### src/rtl/sb_pkg.sv
// Shared definitions for the store buffer: default depth, word-address width
// and the entry record handed to the forwarding matcher.
package sb_pkg;

    localparam int SB_DEPTH = 4;
    localparam int WADDR_W  = 30;

    typedef struct packed {
        logic               valid;
        logic [WADDR_W-1:0] waddr;
        logic [31:0]        data;
    } sb_entry_t;

endpackage

### src/rtl/sb_fwd_match.sv
// Load-forwarding lookup: compares a load word address against every entry
// and returns the data of the youngest valid match (youngest = just before tail).
module sb_fwd_match
    import sb_pkg::*;
#(
    parameter int DEPTH = SB_DEPTH,
    localparam int PTR_W = $clog2(DEPTH)
) (
    input  sb_entry_t [DEPTH-1:0] entries_i,
    input  logic [PTR_W-1:0]      tail_i,
    input  logic [WADDR_W-1:0]    ld_waddr_i,
    output logic                  hit_o,
    output logic [31:0]           data_o
);

    logic [DEPTH-1:0] match;
    logic [PTR_W-1:0] idx;

    generate
        for (genvar gi = 0; gi < DEPTH; gi++) begin : g_cmp
            assign match[gi] = entries_i[gi].valid && (entries_i[gi].waddr == ld_waddr_i);
        end
    endgenerate

    // Walk from oldest (tail-DEPTH) to youngest (tail-1); later hits override.
    always_comb begin
        hit_o  = 1'b0;
        data_o = '0;
        idx    = '0;
        for (int i = DEPTH; i >= 1; i--) begin
            idx = tail_i - PTR_W'(i);
            if (match[idx]) begin
                hit_o  = 1'b1;
                data_o = entries_i[idx].data;
            end
        end
    end

endmodule

### src/rtl/store_buffer.sv
// Circular store buffer between the core and data memory, with tail
// coalescing, full-buffer stall and youngest-match load forwarding.
module store_buffer
    import sb_pkg::*;
#(
    parameter int DEPTH = SB_DEPTH
) (
    input  logic                       clk,
    input  logic                       reset,
    input  logic                       st_valid,
    input  logic [31:0]                st_addr,
    input  logic [31:0]                st_data,
    output logic                       stall,
    input  logic [31:0]                ld_addr,
    output logic                       ld_hit,
    output logic [31:0]                ld_data,
    output logic                       mem_valid,
    output logic [31:0]                mem_addr,
    output logic [31:0]                mem_wdata,
    input  logic                       mem_ready,
    output logic [$clog2(DEPTH):0]     count,
    output logic                       empty
);

    localparam int PTR_W = $clog2(DEPTH);
    localparam int CNT_W = PTR_W + 1;

    logic [PTR_W-1:0]   head_q, head_d;
    logic [PTR_W-1:0]   tail_q, tail_d;
    logic [CNT_W-1:0]   count_q, count_d;
    logic [DEPTH-1:0]   valid_q, valid_d;
    logic [WADDR_W-1:0] waddr_q [DEPTH];
    logic [31:0]        data_q  [DEPTH];

    logic [PTR_W-1:0]   last_idx;
    logic               full;
    logic               coalesce;
    logic               enq;
    logic               pop;
    sb_entry_t [DEPTH-1:0] entries;
    logic               unused_addr_bits;

    assign unused_addr_bits = ^{st_addr[1:0], ld_addr[1:0]};

    assign last_idx = tail_q - PTR_W'(1);
    assign full     = (count_q == CNT_W'(DEPTH));
    assign empty    = (count_q == '0);

    // The head may already be on the memory bus, so it is never rewritten.
    assign coalesce = st_valid && valid_q[last_idx] && (last_idx != head_q)
                      && (waddr_q[last_idx] == st_addr[31:2]);
    assign enq      = st_valid && !coalesce && !full;
    assign pop      = !empty && mem_ready;
    assign stall    = st_valid && full && !coalesce;

    assign mem_valid = !empty;
    assign mem_addr  = {waddr_q[head_q], 2'b00};
    assign mem_wdata = data_q[head_q];
    assign count     = count_q;

    always_comb begin
        head_d  = head_q;
        tail_d  = tail_q;
        count_d = count_q;
        valid_d = valid_q;
        if (enq) begin
            valid_d[tail_q] = 1'b1;
            tail_d          = tail_q + PTR_W'(1);
        end
        if (pop) begin
            valid_d[head_q] = 1'b0;
            head_d          = head_q + PTR_W'(1);
        end
        if (enq && !pop) begin
            count_d = count_q + CNT_W'(1);
        end else if (!enq && pop) begin
            count_d = count_q - CNT_W'(1);
        end
    end

    always_ff @(posedge clk or posedge reset) begin
        if (reset) begin
            head_q  <= '0;
            tail_q  <= '0;
            count_q <= '0;
            valid_q <= '0;
        end else begin
            head_q  <= head_d;
            tail_q  <= tail_d;
            count_q <= count_d;
            valid_q <= valid_d;
        end
    end

    // Payload storage is qualified by valid_q, so it carries no reset.
    always_ff @(posedge clk) begin
        if (enq) begin
            waddr_q[tail_q] <= st_addr[31:2];
            data_q[tail_q]  <= st_data;
        end else if (coalesce) begin
            data_q[last_idx] <= st_data;
        end
    end

    generate
        for (genvar gi = 0; gi < DEPTH; gi++) begin : g_entry
            assign entries[gi] = '{valid: valid_q[gi], waddr: waddr_q[gi], data: data_q[gi]};
        end
    endgenerate

    sb_fwd_match #(
        .DEPTH(DEPTH)
    ) u_fwd (
        .entries_i  (entries),
        .tail_i     (tail_q),
        .ld_waddr_i (ld_addr[31:2]),
        .hit_o      (ld_hit),
        .data_o     (ld_data)
    );

endmodule

### config.mk
export PLATFORM = sky130hd
export DESIGN_NAME = store_buffer
export DESIGN_NICKNAME = d
export VERILOG_FILES = /design/src/rtl/sb_pkg.sv /design/src/rtl/sb_fwd_match.sv /design/src/rtl/store_buffer.sv
export SDC_FILE = /design/constraint.sdc
export NUM_CORES = 1
export LEC_CHECK = 0
export ABC_AREA = 1
export BUFFER_PORTS_ARGS = -buffer_cell sky130_fd_sc_hd__buf_2
export CELL_PAD_IN_SITES_DETAIL_PLACEMENT = 1
export CELL_PAD_IN_SITES_GLOBAL_PLACEMENT = 1
export CORE_MARGIN = 4
export CORE_UTILIZATION = 44
export CTS_CLUSTER_DIAMETER = 60
export CTS_CLUSTER_SIZE = 20
export DETAILED_ROUTE_END_ITERATION = 8
export PLACE_DENSITY_LB_ADDON = 0.1
export SLEW_MARGIN = 20
export SYNTH_ARGS = -nofsm -noshare
export SYNTH_HDL_FRONTEND = slang
export SYNTH_SLANG_ARGS = --single-unit
export TNS_END_PERCENT = 100
### constraint.sdc
create_clock -name clk -period 5.3 [get_ports clk]
set_input_delay 0.795 -clock clk [delete_from_list [all_inputs] [get_ports clk]]
set_output_delay 0.795 -clock clk [all_outputs]
set_load 0.05 [all_outputs]
# Word-level counts from Yosys, hierarchy flattened
# Memory sizes are Yosys's and may differ from the RTL's.
# Cells that the tools add are included.
# word_totals
ramBits	248
wordCells	96
output_inout_bits	103
n_memories	2
input_bits	100
ff_bits	11
# op_classes
muxes	42
add_sub_neg	7
bitwise	3
reduce_logical	24
magnitude_cmp	7
eq_ne	7
# memory_table
memory	depth	word_bits	read_ports	rd_clocked_by_memory_dff	write_ports	line_no	rtl
data_q	4	32	5	0	1	store_buffer.sv:33	logic [31:0] data_q [DEPTH];
waddr_q	4	30	6	0	1	store_buffer.sv:32	logic [WADDR_W-1:0] waddr_q [DEPTH];
# op_table
cell	n
63-bit binary-select mux with 2-bit select	4
32-bit 2-to-1 mux	9
30-bit == test	5
32-bit OR reduction	1
1-bit 2-to-1 mux	17
1-bit logical AND	16
2-bit by 3-bit < comparator with 1-bit output (second input constant)	5
1-bit binary-select mux with 2-bit select	5
4-bit 2-to-1 mux	2
3-bit 2-to-1 mux	2
1-bit zero test	5
2-bit by 1-bit adder with 2-bit output (second input constant)	2
4-bit AND	1
1-bit demux with 2-bit select	2
2-bit by 1-bit greater-or-equal comparator with 1-bit output (second input constant)	2
4-bit NOT	1
4-bit OR	1
2-bit subtractor (second input constant)	2
3-bit by 1-bit adder with 3-bit output (second input constant)	1
3-bit == test (second input constant)	1
3-bit zero test	1
3-bit by 1-bit subtractor with 3-bit output (second input constant)	1
2-bit 2-to-1 mux	1
2-bit != test	1
2 further kinds	2

# Depth between registers and ports, before layout
# depth
depth_word	13
ltp_mapped	24
mapped_depth_nobuf	20

# Modules after synthesis
# From an unflattened synthesis, not the netlist that was laid out.
# unflattened
hier_cells	2753
area_unflattened_um2	19433.6
# modules_own_cells
module	seq_area_each_um2	cells_each	area_per_inst_um2	instances
store_buffer	7722.4	1112	11692.5	1
sb_fwd_match	0.0	1641	7741.2	1

# Worst setup path before layout
# Ideal clock, no wire load.
# synth_timing
path_type	register to register
startpoint	register tail_q[1]
endpoint	memory data_q[2][0], enable pin
arrival_time_ns	4.247
path_slack_ns	0.632
stages_incl_launch_ff	20
t_required_ns	4.879
synth_period_minus_slack_ns	4.668
setup_time_ns	0.421
path_buffers	5
path_cell_list	dfrtp_1 -> buf_2 -> inv_2 -> buf_1 -> ha_1 -> buf_6 -> inv_4 -> buf_2 -> nand3_1 -> nand2_1 -> xor2_1 -> nand2_1 -> nor2_1 -> nand2_1 -> nor2_2 -> nand2_2 -> buf_6 -> o21ai_2 -> nand2_1 -> nor2_1
# synth_between
elab_chain_len	13
word_cells_on_any_way	20
classes_between	add/sub: 1; eq/ne: 2; mux: 9; reduce/logical: 7; memory: 1
# synth_rtl
item	line_no	rtl
from (decl)	store_buffer.sv:29	logic [PTR_W-1:0] tail_q, tail_d;
from (signal assigned)	store_buffer.sv:89	tail_q <= tail_d;
branches (longest 13 deep; another with memory read 4 x 30 bit)	--	
to (decl)	store_buffer.sv:33	
# Parallel ways; which one is timed is not known. The select of a mux whose other input is x is not followed.

# Worst setup path in the final report
# layout_timing
startpoint	register tail_q[0]
endpoint	output stall
# layout_between
elab_chain_len	8
word_cells_on_any_way	11
classes_between	add/sub: 1; eq/ne: 2; mux: 2; reduce/logical: 5; memory: 1
# layout_rtl
item	line_no	rtl
2-bit by 1-bit subtractor with 2-bit output *	store_buffer.sv:45	assign last_idx = tail_q - PTR_W'(1);
branches (longest 4 deep; another with memory read 4 x 30 bit)	--	
1-bit logical AND *	store_buffer.sv:51	&& (waddr_q[last_idx] == st_addr[31:2]);
1-bit zero test *	store_buffer.sv:54	assign stall = st_valid && full && !coalesce;
1-bit logical AND *	store_buffer.sv:54	
to (decl)	store_buffer.sv:13	output logic stall,
# Every way passes the cells marked *. The select of a mux whose other input is x is not followed.

==> out/summary.log <==
[clock_tree] number of gates given a new drive strength after cts 0
[global_routing] global routing usage summed across all routing layers 0.288
[synthesis] most common library cells after synthesis nand2_1, inv_1, edfxtp_1
[synthesis] number of instances in the synthesized netlist 2,287
[clock_tree] cell at the root of the clock tree clkbuf_16
[floorplanning] count of pins on the block boundary 203
[clock_tree] Hold Buf Count CTS 0
[clock_tree] number of clock sinks seen by CTS 259
[drt] TritonRoute pass-1 iters 5
[clock_tree] maximum clock insertion buffer count 3
[floorplanning] total die area 43,900 µm²
[drt] DRT antenna net count 0
[synthesis] Main synth FF type edfxtp_1
[worst_setup_path] depth of the most critical reg-to-reg path 15
[drt] Starting DRT DRC Count 1,466
[timing] final max-slew violation count 0
[timing] Total Negative Setup Slacks 0 ns
[clock_tree] CTS HTree Levels 1
[synthesis] Post-synth ARST share 0.0425
[global_routing] number of global-route vias before repair 17.0k
[synthesis] sequential area share after synthesis 0.432
[timing] Fin. Hold Viols 0
[synthesis] number of enable-type register cells in the synthesized netlist 248
[drt] drt via density 5.64
[cells_and_area] multi-input gate area in the final layout 8590 µm²
[global_routing] largest net degree at the start of global routing 141
[worst_setup_path] critical path data required time 4.51 ns
[floorplanning] area of the core region 39,900 µm²
[global_routing] grt total ovfl 0
[floorplanning] floorplan die height 210 µm
[cells_and_area] Net count, final 2,530
[cells_and_area] FILL cells 4,931
[run_status] status completed
[drt] via count 16.8k
[synthesis] largest area contributor in the synthesized netlist edfxtp_1
[placed_design] Port-buffer cells 196
[cells_and_area] fraction of layout instances using a drive strength above 1 0.125
[global_routing] first-pass GRT wire length 99.5 mm
[timing] final setup vio count 0
[placed_design] total half-perimeter wirelength after legalization and detailed placement 43.5 mm
[synthesis] cell area after technology mapping 17,900 µm²
[floorplanning] number of rows created at floorplan 73
[clock_tree] clock buffer count from CTS 28
[drt] detailed-route wire length per cell 22.1 µm
[floorplanning] Die W 210 µm
[synthesis] most repeated cell in the gate-level netlist after synthesis nand2_1
[clock_tree] CTS clk-pin slew, worst paths 0.07 ns
[flow_run] maxcap violations 0
[clock_tree] setup fix buffers added after clock tree synthesis 0
[timing] achievable frequency 214 MHz
[synthesis] number of warnings reported in the yosys synthesis log 0
[timing] Clock Skew 0.0322 ns
[min_path] worst min-delay path class in -> async
[worst_setup_path] Setup CP Type reg -> out
[floorplanning] Initial Utilization 0.448
[drt] DRC violation count after routing 0
[clock_tree] TritonCTS clock tree done
[timing] slew margin rel. 0.290
[timing] fraction of the cycle the final worst path needs 0.881
[global_routing] antenna violations before repair 10
[cells_and_area] area of all sequential standard cells 7730 µm²
[placed_design] Final GP Congestion 0.876
[worst_setup_path] Critical Path Sink Type output pin
[cells_and_area] relative area change from synthesis to final layout 13.2%
[synthesis] number of distinct library cell variants in the gate-level netlist after synthesis 36
[drt] total wire length after detailed routing 65.5 mm
[worst_setup_path] highest fanout seen on the critical path 36
[synthesis] synthesized area per cell 7.82 µm²
[clock_tree] clock latency of the later-clocked register in the worst-skew pair 0.58 ns
[synthesis] top post-synthesis cells by area edfxtp_1, nand2_1, mux2i_1
[synthesis] number of synthesized register bits 259
[worst_setup_path] Worst setup SP type flip-flop
[timing] final critical path time including I/O delays and setup 4.67 ns
[timing] transition at the pin with the smallest max-transition slack 1.06 ns
[synthesis] area fraction of the dominant cell type after synthesis 0.416
[timing] RSZ-0062 raised after global routing no
[worst_setup_path] data arrival at the endpoint of the critical path 3.87 ns
==> state kept, by name (all words and copies together) (netlist names) <==
signal	flops
valid_q	4
tail_q	2
waddr_q	120
data_q	128
count	3
head_q	2
==> worst max-delay path, cell delays in order (launching register included) <==
cell,delay (ns)
dfrtp_4,0.50
inv_4,0.07
ha_4,0.32
inv_4,0.49
nand3_1,0.16
nand2_1,0.11
xor2_1,0.34
nand3_1,0.18
nor2_1,0.20
nand2_1,0.11
nor2_2,0.18
nand2_2,0.22
nand2_1,0.13
nor2_1,0.05
buf_2,0.22
==> path summary, 6_finish.rpt <==
kind / endpoint / start / slack, ns
worst min-delay path: count[2] / reset / 0.24
worst min register to register: count[0] / count[0] / 0.59
min in group clk: data_q[1][0] / st_data[0] / 0.44
max in group asynchronous: head_q[0] / reset / 4.63
worst max register to register: data_q[2][28] / tail_q[0] / 0.87
worst max-delay path: stall / tail_q[0] / 0.63
==> metal layers <==
metal,part of all wire,track usage,up-vias
li1,-,-,7810
met1,0.44,0.410,8293
met2,0.46,0.466,542
met3,0.072,0.0417,105
met4,0.024,0.0747,12
met5,0.0011,0,-
==> layout by cell type (no fill, tap or decap), types with 5 or more instances in the layout <==
cell	netlist	layout
clkinv_2	0	5
buf_4	17	30
edfxtp_1	248	248
o21ai_0	180	180
or2_2	7	7
xnor2_1	42	42
nand2_1	684	683
mux2i_1	190	190
o22ai_1	40	40
inv_1	252	250
buf_2	44	196
xor2_1	23	23
clkbuf_1	50	6
nand4_1	25	25
buf_12	0	5
a21oi_1	113	113
nor2_1	176	172
o21ai_1	5	5
nand3_1	132	132
ha_1	9	8
dfrtp_1	11	7
clkbuf_16	0	29
==> final cells by class <==
type,instances,area share
multi-input cells,1644,0.424
diodes,4,0.000494
repair buffers,232,0.0659
clock buffers,36,0.0376
clock inverters,16,0.00940
well taps,525,0.0325
inverters,255,0.0477
flip-flops and latches,259,0.382
==> cells by family after synthesis <==
kind of cell               count (synthesis)  synth area share
AOI/OAI and AO/OA                        340            0.0983
xor gates and xnor gates                  65            0.0318
adders and majority gates                 10           0.00742
buffers and inverters                    385            0.0904
DFF                                      259             0.432
muxes                                    191             0.107
other                                      1          0.000210
and+or+nand+nor                         1036             0.233
==> through the flow <==
stage	hold WS [ns]	utilization	cells	area [µm²]	setup slack, ns
after floorplan	0.510	-	2288	17900	0.632
after global placement	0.551	0.482	2914	19300	0.888
after detailed placement	0.557	0.482	2914	19300	0.852
after CTS	0.246	0.506	2966	20200	0.503
after global routing	0.269	0.507	2971	20200	0.447
final	0.244	0.507	2971	20200	0.633
Power is left out: the tool's default activity adds up to more than one toggle a clock period on the data nets, which glitch-free logic cannot reach.
